===== src/rtl/alu_seq_if.sv =====
// alu_seq_if: command/result bundle for alu_seq.
//
// Signals
//   in_valid / in_ready    command handshake (producer -> ALU)
//   x, y                   WIDTH-bit operands
//   zx nx zy ny f no       Hack control bits
//   mode                   0 Hack, 1 multiply, 2 shift left, 3 shift right
//   out, zr, ng            registered result and its flags
//   out_valid / out_ready  result handshake (ALU -> consumer)
//
// Modports
//   master  the CPU side: drives commands, consumes results
//   slave   the ALU side
interface alu_seq_if #(
  parameter int WIDTH = 16
);
  logic             in_valid;
  logic             in_ready;
  logic [WIDTH-1:0] x;
  logic [WIDTH-1:0] y;
  logic             zx;
  logic             nx;
  logic             zy;
  logic             ny;
  logic             f;
  logic             no;
  logic [1:0]       mode;
  logic [WIDTH-1:0] out;
  logic             zr;
  logic             ng;
  logic             out_valid;
  logic             out_ready;

  modport master (
    output in_valid, x, y, zx, nx, zy, ny, f, no, mode, out_ready,
    input  in_ready, out, zr, ng, out_valid
  );

  modport slave (
    input  in_valid, x, y, zx, nx, zy, ny, f, no, mode, out_ready,
    output in_ready, out, zr, ng, out_valid
  );
endinterface


===== src/rtl/alu_seq.sv =====
// alu_seq: multi-cycle successor to the Hack ALU.
//
// Keeps the six Hack control bits for operand preprocessing and the final
// inversion, and adds a mode field: 0 = Hack ALU, 1 = iterative multiply,
// 2 = shift left logical, 3 = shift right logical. Commands are accepted
// in IDLE only; single-cycle modes go straight to DONE, multiply spends
// exactly WIDTH cycles in MUL. The result is held in DONE until consumed.
//
// Ports
//   clk   rising-edge clock
//   rst   synchronous, active-high reset
//   bus   alu_seq_if.slave -- command and result handshakes
module alu_seq #(
  parameter int WIDTH = 16
) (
  input logic      clk,
  input logic      rst,
  alu_seq_if.slave bus
);

  localparam int SHW = $clog2(WIDTH);
  localparam int CW  = $clog2(WIDTH + 1);

  localparam logic [CW-1:0]    LAST_ITER = CW'(WIDTH - 1);
  localparam logic [WIDTH-1:0] WIDTH_V   = WIDTH'(WIDTH);

  localparam logic [1:0] ST_IDLE = 2'd0;
  localparam logic [1:0] ST_MUL  = 2'd1;
  localparam logic [1:0] ST_DONE = 2'd2;

  logic [1:0]       state;
  logic [WIDTH-1:0] out_q;
  logic             zr_q;
  logic             ng_q;

  logic [WIDTH-1:0] px;
  logic [WIDTH-1:0] py;
  logic [WIDTH-1:0] r_core;
  logic [WIDTH-1:0] direct_res;

  // Multiplier datapath
  logic [WIDTH-1:0] acc;
  logic [WIDTH-1:0] mcand;
  logic [WIDTH-1:0] mplier;
  logic [CW-1:0]    count;
  logic             mul_no;
  logic [WIDTH-1:0] acc_next;
  logic [WIDTH-1:0] mul_res;

  logic             accept;
  logic             is_mul;
  logic             mul_last;
  logic             load_res;
  logic [WIDTH-1:0] load_val;

  assign bus.in_ready  = (state == ST_IDLE) && !rst;
  assign bus.out_valid = (state == ST_DONE);
  assign bus.out       = out_q;
  assign bus.zr        = zr_q;
  assign bus.ng        = ng_q;

  assign accept   = bus.in_valid && bus.in_ready;
  assign is_mul   = (bus.mode == 2'd1);
  assign mul_last = (state == ST_MUL) && (count == LAST_ITER);

  // Operand preprocessing and single-cycle result, shared by every mode.
  // NOTE: every variable written here gets a default first so no latch is inferred.
  always_comb begin
    px = bus.zx ? '0 : bus.x;
    if (bus.nx) px = ~px;
    py = bus.zy ? '0 : bus.y;
    if (bus.ny) py = ~py;

    r_core = '0;
    case (bus.mode)
      2'd0:    r_core = bus.f ? (px + py) : (px & py);
      // Only the low SHW bits steer the shifter; anything at or beyond
      // WIDTH is caught by the range check and forced to zero.
      2'd2:    r_core = (py >= WIDTH_V) ? '0 : (px << py[SHW-1:0]);
      2'd3:    r_core = (py >= WIDTH_V) ? '0 : (px >> py[SHW-1:0]);
      default: r_core = '0;  // multiply result comes from the MUL path
    endcase

    direct_res = bus.no ? ~r_core : r_core;
  end

  assign acc_next = acc + (mplier[0] ? mcand : '0);
  assign mul_res  = mul_no ? ~acc_next : acc_next;

  // Single point where out/zr/ng are loaded: a direct-mode accept or the
  // final multiply iteration.
  assign load_res = (accept && !is_mul) || mul_last;
  assign load_val = mul_last ? mul_res : direct_res;

  // Control state and registered result.
  // NOTE: sequential state uses non-blocking assignments only.
  always_ff @(posedge clk) begin
    if (rst) begin
      state <= ST_IDLE;
      out_q <= '0;
      zr_q  <= 1'b1;
      ng_q  <= 1'b0;
    end else begin
      if (load_res) begin
        out_q <= load_val;
        zr_q  <= (load_val == '0);
        ng_q  <= load_val[WIDTH-1];
      end

      case (state)
        ST_IDLE: begin
          if (accept) state <= is_mul ? ST_MUL : ST_DONE;
        end
        ST_MUL: begin
          if (mul_last) state <= ST_DONE;
        end
        ST_DONE: begin
          if (bus.out_ready) state <= ST_IDLE;
        end
        default: state <= ST_IDLE;
      endcase
    end
  end

  // Shift-and-add multiplier. Always runs WIDTH iterations so latency is
  // independent of the operands.
  // NOTE: these datapath registers carry no reset; they are always loaded on
  // accept before MUL reads them, and a reset simply abandons their contents.
  always_ff @(posedge clk) begin
    if (accept && is_mul) begin
      mcand  <= px;
      mplier <= py;
      mul_no <= bus.no;
      acc    <= '0;
      count  <= '0;
    end else if (state == ST_MUL) begin
      acc    <= acc_next;
      mcand  <= mcand << 1;
      mplier <= mplier >> 1;
      count  <= count + 1'b1;
    end
  end

endmodule


===== src/flat_wrapper.sv =====
// flat-port wrapper written by rule: the top's interface ports become plain ports
module alu_seq_flat 
#(
  parameter int WIDTH = 16
)
  (clk, rst, bus_in_valid, bus_x, bus_y, bus_zx, bus_nx, bus_zy, bus_ny, bus_f, bus_no, bus_mode, bus_out_ready, bus_in_ready, bus_out, bus_zr, bus_ng, bus_out_valid);
  alu_seq_if #(.WIDTH(WIDTH)) bus_i ();
  input logic clk;
  input logic rst;
  input wire logic [$bits(bus_i.in_valid)-1:0] bus_in_valid;
  input wire logic [$bits(bus_i.x)-1:0] bus_x;
  input wire logic [$bits(bus_i.y)-1:0] bus_y;
  input wire logic [$bits(bus_i.zx)-1:0] bus_zx;
  input wire logic [$bits(bus_i.nx)-1:0] bus_nx;
  input wire logic [$bits(bus_i.zy)-1:0] bus_zy;
  input wire logic [$bits(bus_i.ny)-1:0] bus_ny;
  input wire logic [$bits(bus_i.f)-1:0] bus_f;
  input wire logic [$bits(bus_i.no)-1:0] bus_no;
  input wire logic [$bits(bus_i.mode)-1:0] bus_mode;
  input wire logic [$bits(bus_i.out_ready)-1:0] bus_out_ready;
  output wire logic [$bits(bus_i.in_ready)-1:0] bus_in_ready;
  output wire logic [$bits(bus_i.out)-1:0] bus_out;
  output wire logic [$bits(bus_i.zr)-1:0] bus_zr;
  output wire logic [$bits(bus_i.ng)-1:0] bus_ng;
  output wire logic [$bits(bus_i.out_valid)-1:0] bus_out_valid;
  assign bus_i.in_valid = bus_in_valid;
  assign bus_i.x = bus_x;
  assign bus_i.y = bus_y;
  assign bus_i.zx = bus_zx;
  assign bus_i.nx = bus_nx;
  assign bus_i.zy = bus_zy;
  assign bus_i.ny = bus_ny;
  assign bus_i.f = bus_f;
  assign bus_i.no = bus_no;
  assign bus_i.mode = bus_mode;
  assign bus_i.out_ready = bus_out_ready;
  assign bus_in_ready = bus_i.in_ready;
  assign bus_out = bus_i.out;
  assign bus_zr = bus_i.zr;
  assign bus_ng = bus_i.ng;
  assign bus_out_valid = bus_i.out_valid;
  alu_seq #(.WIDTH(WIDTH)) u_core (.clk(clk), .rst(rst), .bus(bus_i));
endmodule

===== config.mk =====
export PLATFORM = sky130hd
export DESIGN_NAME = alu_seq_flat
export DESIGN_NICKNAME = d
export VERILOG_FILES = /design/src/rtl/alu_seq_if.sv /design/src/rtl/alu_seq.sv /design/src/flat_wrapper.sv
export SDC_FILE = /design/constraint.sdc
export NUM_CORES = 1
export LEC_CHECK = 0
export ABC_AREA = 1
export CAP_MARGIN = 30
export CORE_ASPECT_RATIO = 0.75
export CORE_UTILIZATION = 55
export CTS_BUF_LIST = sky130_fd_sc_hd__clkbuf_8
export CTS_CLUSTER_DIAMETER = 80
export DETAILED_ROUTE_END_ITERATION = 8
export HOLD_SLACK_MARGIN = 0.03
export PLACE_DENSITY_LB_ADDON = 0.2
export SLEW_MARGIN = 10
export SYNTH_ARGS = -nofsm -noshare
export SYNTH_HDL_FRONTEND = slang
export SYNTH_SLANG_ARGS = --single-unit

===== constraint.sdc =====
create_clock -name clk -period 3.3 [get_ports clk]
set_clock_uncertainty 0.2 [all_clocks]
set_input_delay 0.495 -clock clk [delete_from_list [all_inputs] [get_ports clk]]
set_output_delay 0.495 -clock clk [all_outputs]
set_load 0.03 [all_outputs]

==> qor.csv <==
metric;value;unit
status;complete, no violations;
setup_tns;0;ns
hold_buffers;0;
path_clk_slew;0.09;ns
dr_total_vias;8908;
core.rowCount;36;
critPathKind;reg -> reg;
async_flop_share;0;%
clock-root-buffer;clkbuf_8;
r2r_slack;0.10;ns
rr_endpoint;u_core.bus.zr;
yosysWarnings;0;
critPathLaunchType;flip-flop;
cts-buffers-inserted;9;
port_buffers;63;
crit_path_start;u_core.mplier[0];
synth_cell_types;44;
crit_path_end;u_core.bus.zr;
maxCapViolations;0;
grt_pass1_wl;39800;um
cts_tree;yes;
synth_edf_count;33;
synthTopCellsByCount;nand2_1 (465), nand3_1 (159), inv_1 (123);
maxSlewViolCount;0;
initial_core_util;56.3;%
synthTopCellsByArea;nand2_1 (24%), edfxtp_1 (14%), dfxtp_1 (11%);
synth.avg_cell_area;5.98;um2
crit_required;3.41;ns
end_kind;flip-flop;
synth_top_area_cell;nand2_1;
final_nets;1475;
timing.slew.headroom;62.9;%
drt_pre_antenna_iters;6;
area_growth;31.8;%
fin_crit_sh;96.8;%
synth.most_common_cell;nand2_1;
track_usage;38.3;%
vdd_drop_max;0.332;mV
tightestPinTransition;0.556;ns
setup_violations;0;
grt_pass1_vias;7676;
max_freq;0.313;GHz
hold_violations;0;
ys_ff_latch;73;
routed_wl;26900;um
drtIter0Drc;1057;
diodes;0;
post_drt_via_cell_ratio;5.67;
drive_gt1_share;18.9;%
h-tree-depth;3;
yosysTopAreaCellShare;23.9;%
die_h;102;um
cp_max_fo;5;
reg2reg_depth;19;
power;0.00387;W
gp_congestion;0.983;
syn_nets;1302;
cp.arrival;3.31;ns
drc;0;
ant_nets;0;
antenna_found_initial;1;
rr_startpoint;u_core.mplier[0];
syn_area;7310;um2
clockBufferDepth;2;
insertion_delay;0.38;ns
final.min_clock_period;3.20;ns
powerDensity;402;nW/um2
core_area;13000;um2
synth_seq_area_share;24.5;%
grt_max_degree;62;
cts.sinks;73;
dpl.hpwl;20200;um
dieArea;13800;um2
min_path_type;reg -> reg;
wl_per_cell;17.1;um
grt_overflow;0;
die_w;135;um
p_leak;5.00;nW
syn_inst;1222;
synth_ff_type;dfxtp_1;
nFillCells;1097;
ioPinCount;64;
[area by class of cell]
cell class              instances  area [um2]  share of cell area, %
multi-input cells             960        5070                   52.6
flip-flops and latches         73        1790                   18.6
repair buffers                207        1790                   18.5
inverters                     143         544                   5.65
well taps                     171         214                   2.22
clock buffers                   9         124                   1.29
clock inverters                 7        93.8                  0.975
repair inverters                1        7.51                 0.0780
[what timing repair did]
action | in CTS | in global routing
resized for setup | 22 | 73
gates cloned | 0 | 1
pin swaps | 5 | 21
buffers inserted | 1 | 3
endpoints found under the setup margin | 9 | 12
[logic make-up after synthesis]
group                      after synthesis  synth area share, %
adders and majority gates               36                 6.37
xor gates and xnor gates                26                 3.12
DFF                                     73                 24.5
and+or+nand+nor                        732                 42.7
AOI/OAI and AO/OA                      166                 13.0
buffers and inverters                  189                 10.3
[sequential cells by signal (all words and copies together) (netlist names)]
signal	flops
u_core.mcand	16
u_core.acc	16
u_core.count	5
u_core.bus.out	15
u_core.state	2
u_core.bus.zr	1
u_core.mplier	16
u_core.bus.ng	1
u_core.mul_no	1
[worst max-delay path, stage by stage, from the launching register on]
cell	delay [ns]
edfxtp_1	0.46
buf_6	0.17
nand2_1	0.08
inv_2	0.07
ha_4	0.26
a21oi_1	0.15
nand2_2	0.08
nand2_1	0.08
nand3_1	0.09
nand2_2	0.12
o21ai_4	0.11
xnor2_1	0.47
nand2_1	0.10
nand3_1	0.12
nand2_1	0.10
nor2_1	0.12
nand2_1	0.06
nor2_1	0.09
nand3_1	0.09
o21bai_2	0.11
[cell usage in the layout, fill, tap and decap left out, types with 9 or more instances in the layout]
cell type        instances
nor2_1                  58
o211ai_1                19
clkdlybuf4s50_1         55
o21ai_0                 66
inv_2                   20
nand2_1                452
nand4_1                 10
nand3_2                 11
clkbuf_8                 9
buf_4                  136
inv_1                  117
nand2_2                 15
xor2_1                  17
nand3_1                149
dfxtp_1                 40
a21oi_1                 38
edfxtp_1                33
ha_1                    27
[report_power, final]
group	leakage [nW]	switching, W	internal [W]
combinational	4.26	0.00111	0.000798
clock	0.111	0.000381	0.000426
sequential	0.630	0.0000839	0.00107
[metrics by stage]
| stage | hold slack [ns] | area [um2] | setup slack (ns) | utilization (%) | std cells |
|---|---|---|---|---|---|
| 2_1_floorplan | 0.229 | 7310 | 0.0576 | - | 1222 |
| 3_3_place_gp | 0.244 | 9030 | -0.474 | 69.6 | 1550 |
| 3_5_place_dp | 0.253 | 9030 | -0.577 | 69.6 | 1550 |
| 4_1_cts | 0.270 | 9310 | 0.00285 | 71.8 | 1567 |
| 5_1_grt | 0.290 | 9630 | -0.0372 | 74.2 | 1571 |
| 6_report | 0.271 | 9630 | 0.104 | 74.2 | 1571 |
[worst min path at each step]
stage	from	end	slack, ns	depth (start not counted)
after floorplan	u_core.acc[2]	u_core.acc[2]	0.23	2
after global placement	u_core.acc[8]	u_core.acc[8]	0.24	2
after detailed placement	u_core.acc[2]	u_core.acc[2]	0.25	2
after CTS	u_core.acc[2]	u_core.acc[2]	0.27	2
after global routing	u_core.acc[12]	u_core.acc[12]	0.29	2
final	u_core.acc[13]	u_core.acc[13]	0.27	2
[metal layers]
| layer | track usage (%) | vias up | share of wire [%] |
|---|---|---|---|
| met5 | 0 | - | 0 |
| met4 | 10.5 | 0 | 2.4 |
| met3 | 13.9 | 68 | 14 |
| met2 | 53.5 | 520 | 40 |
| met1 | 54.9 | 4004 | 43 |
| li1 | - | 4316 | - |
Note: power is estimated with default switching activity, not from simulation.
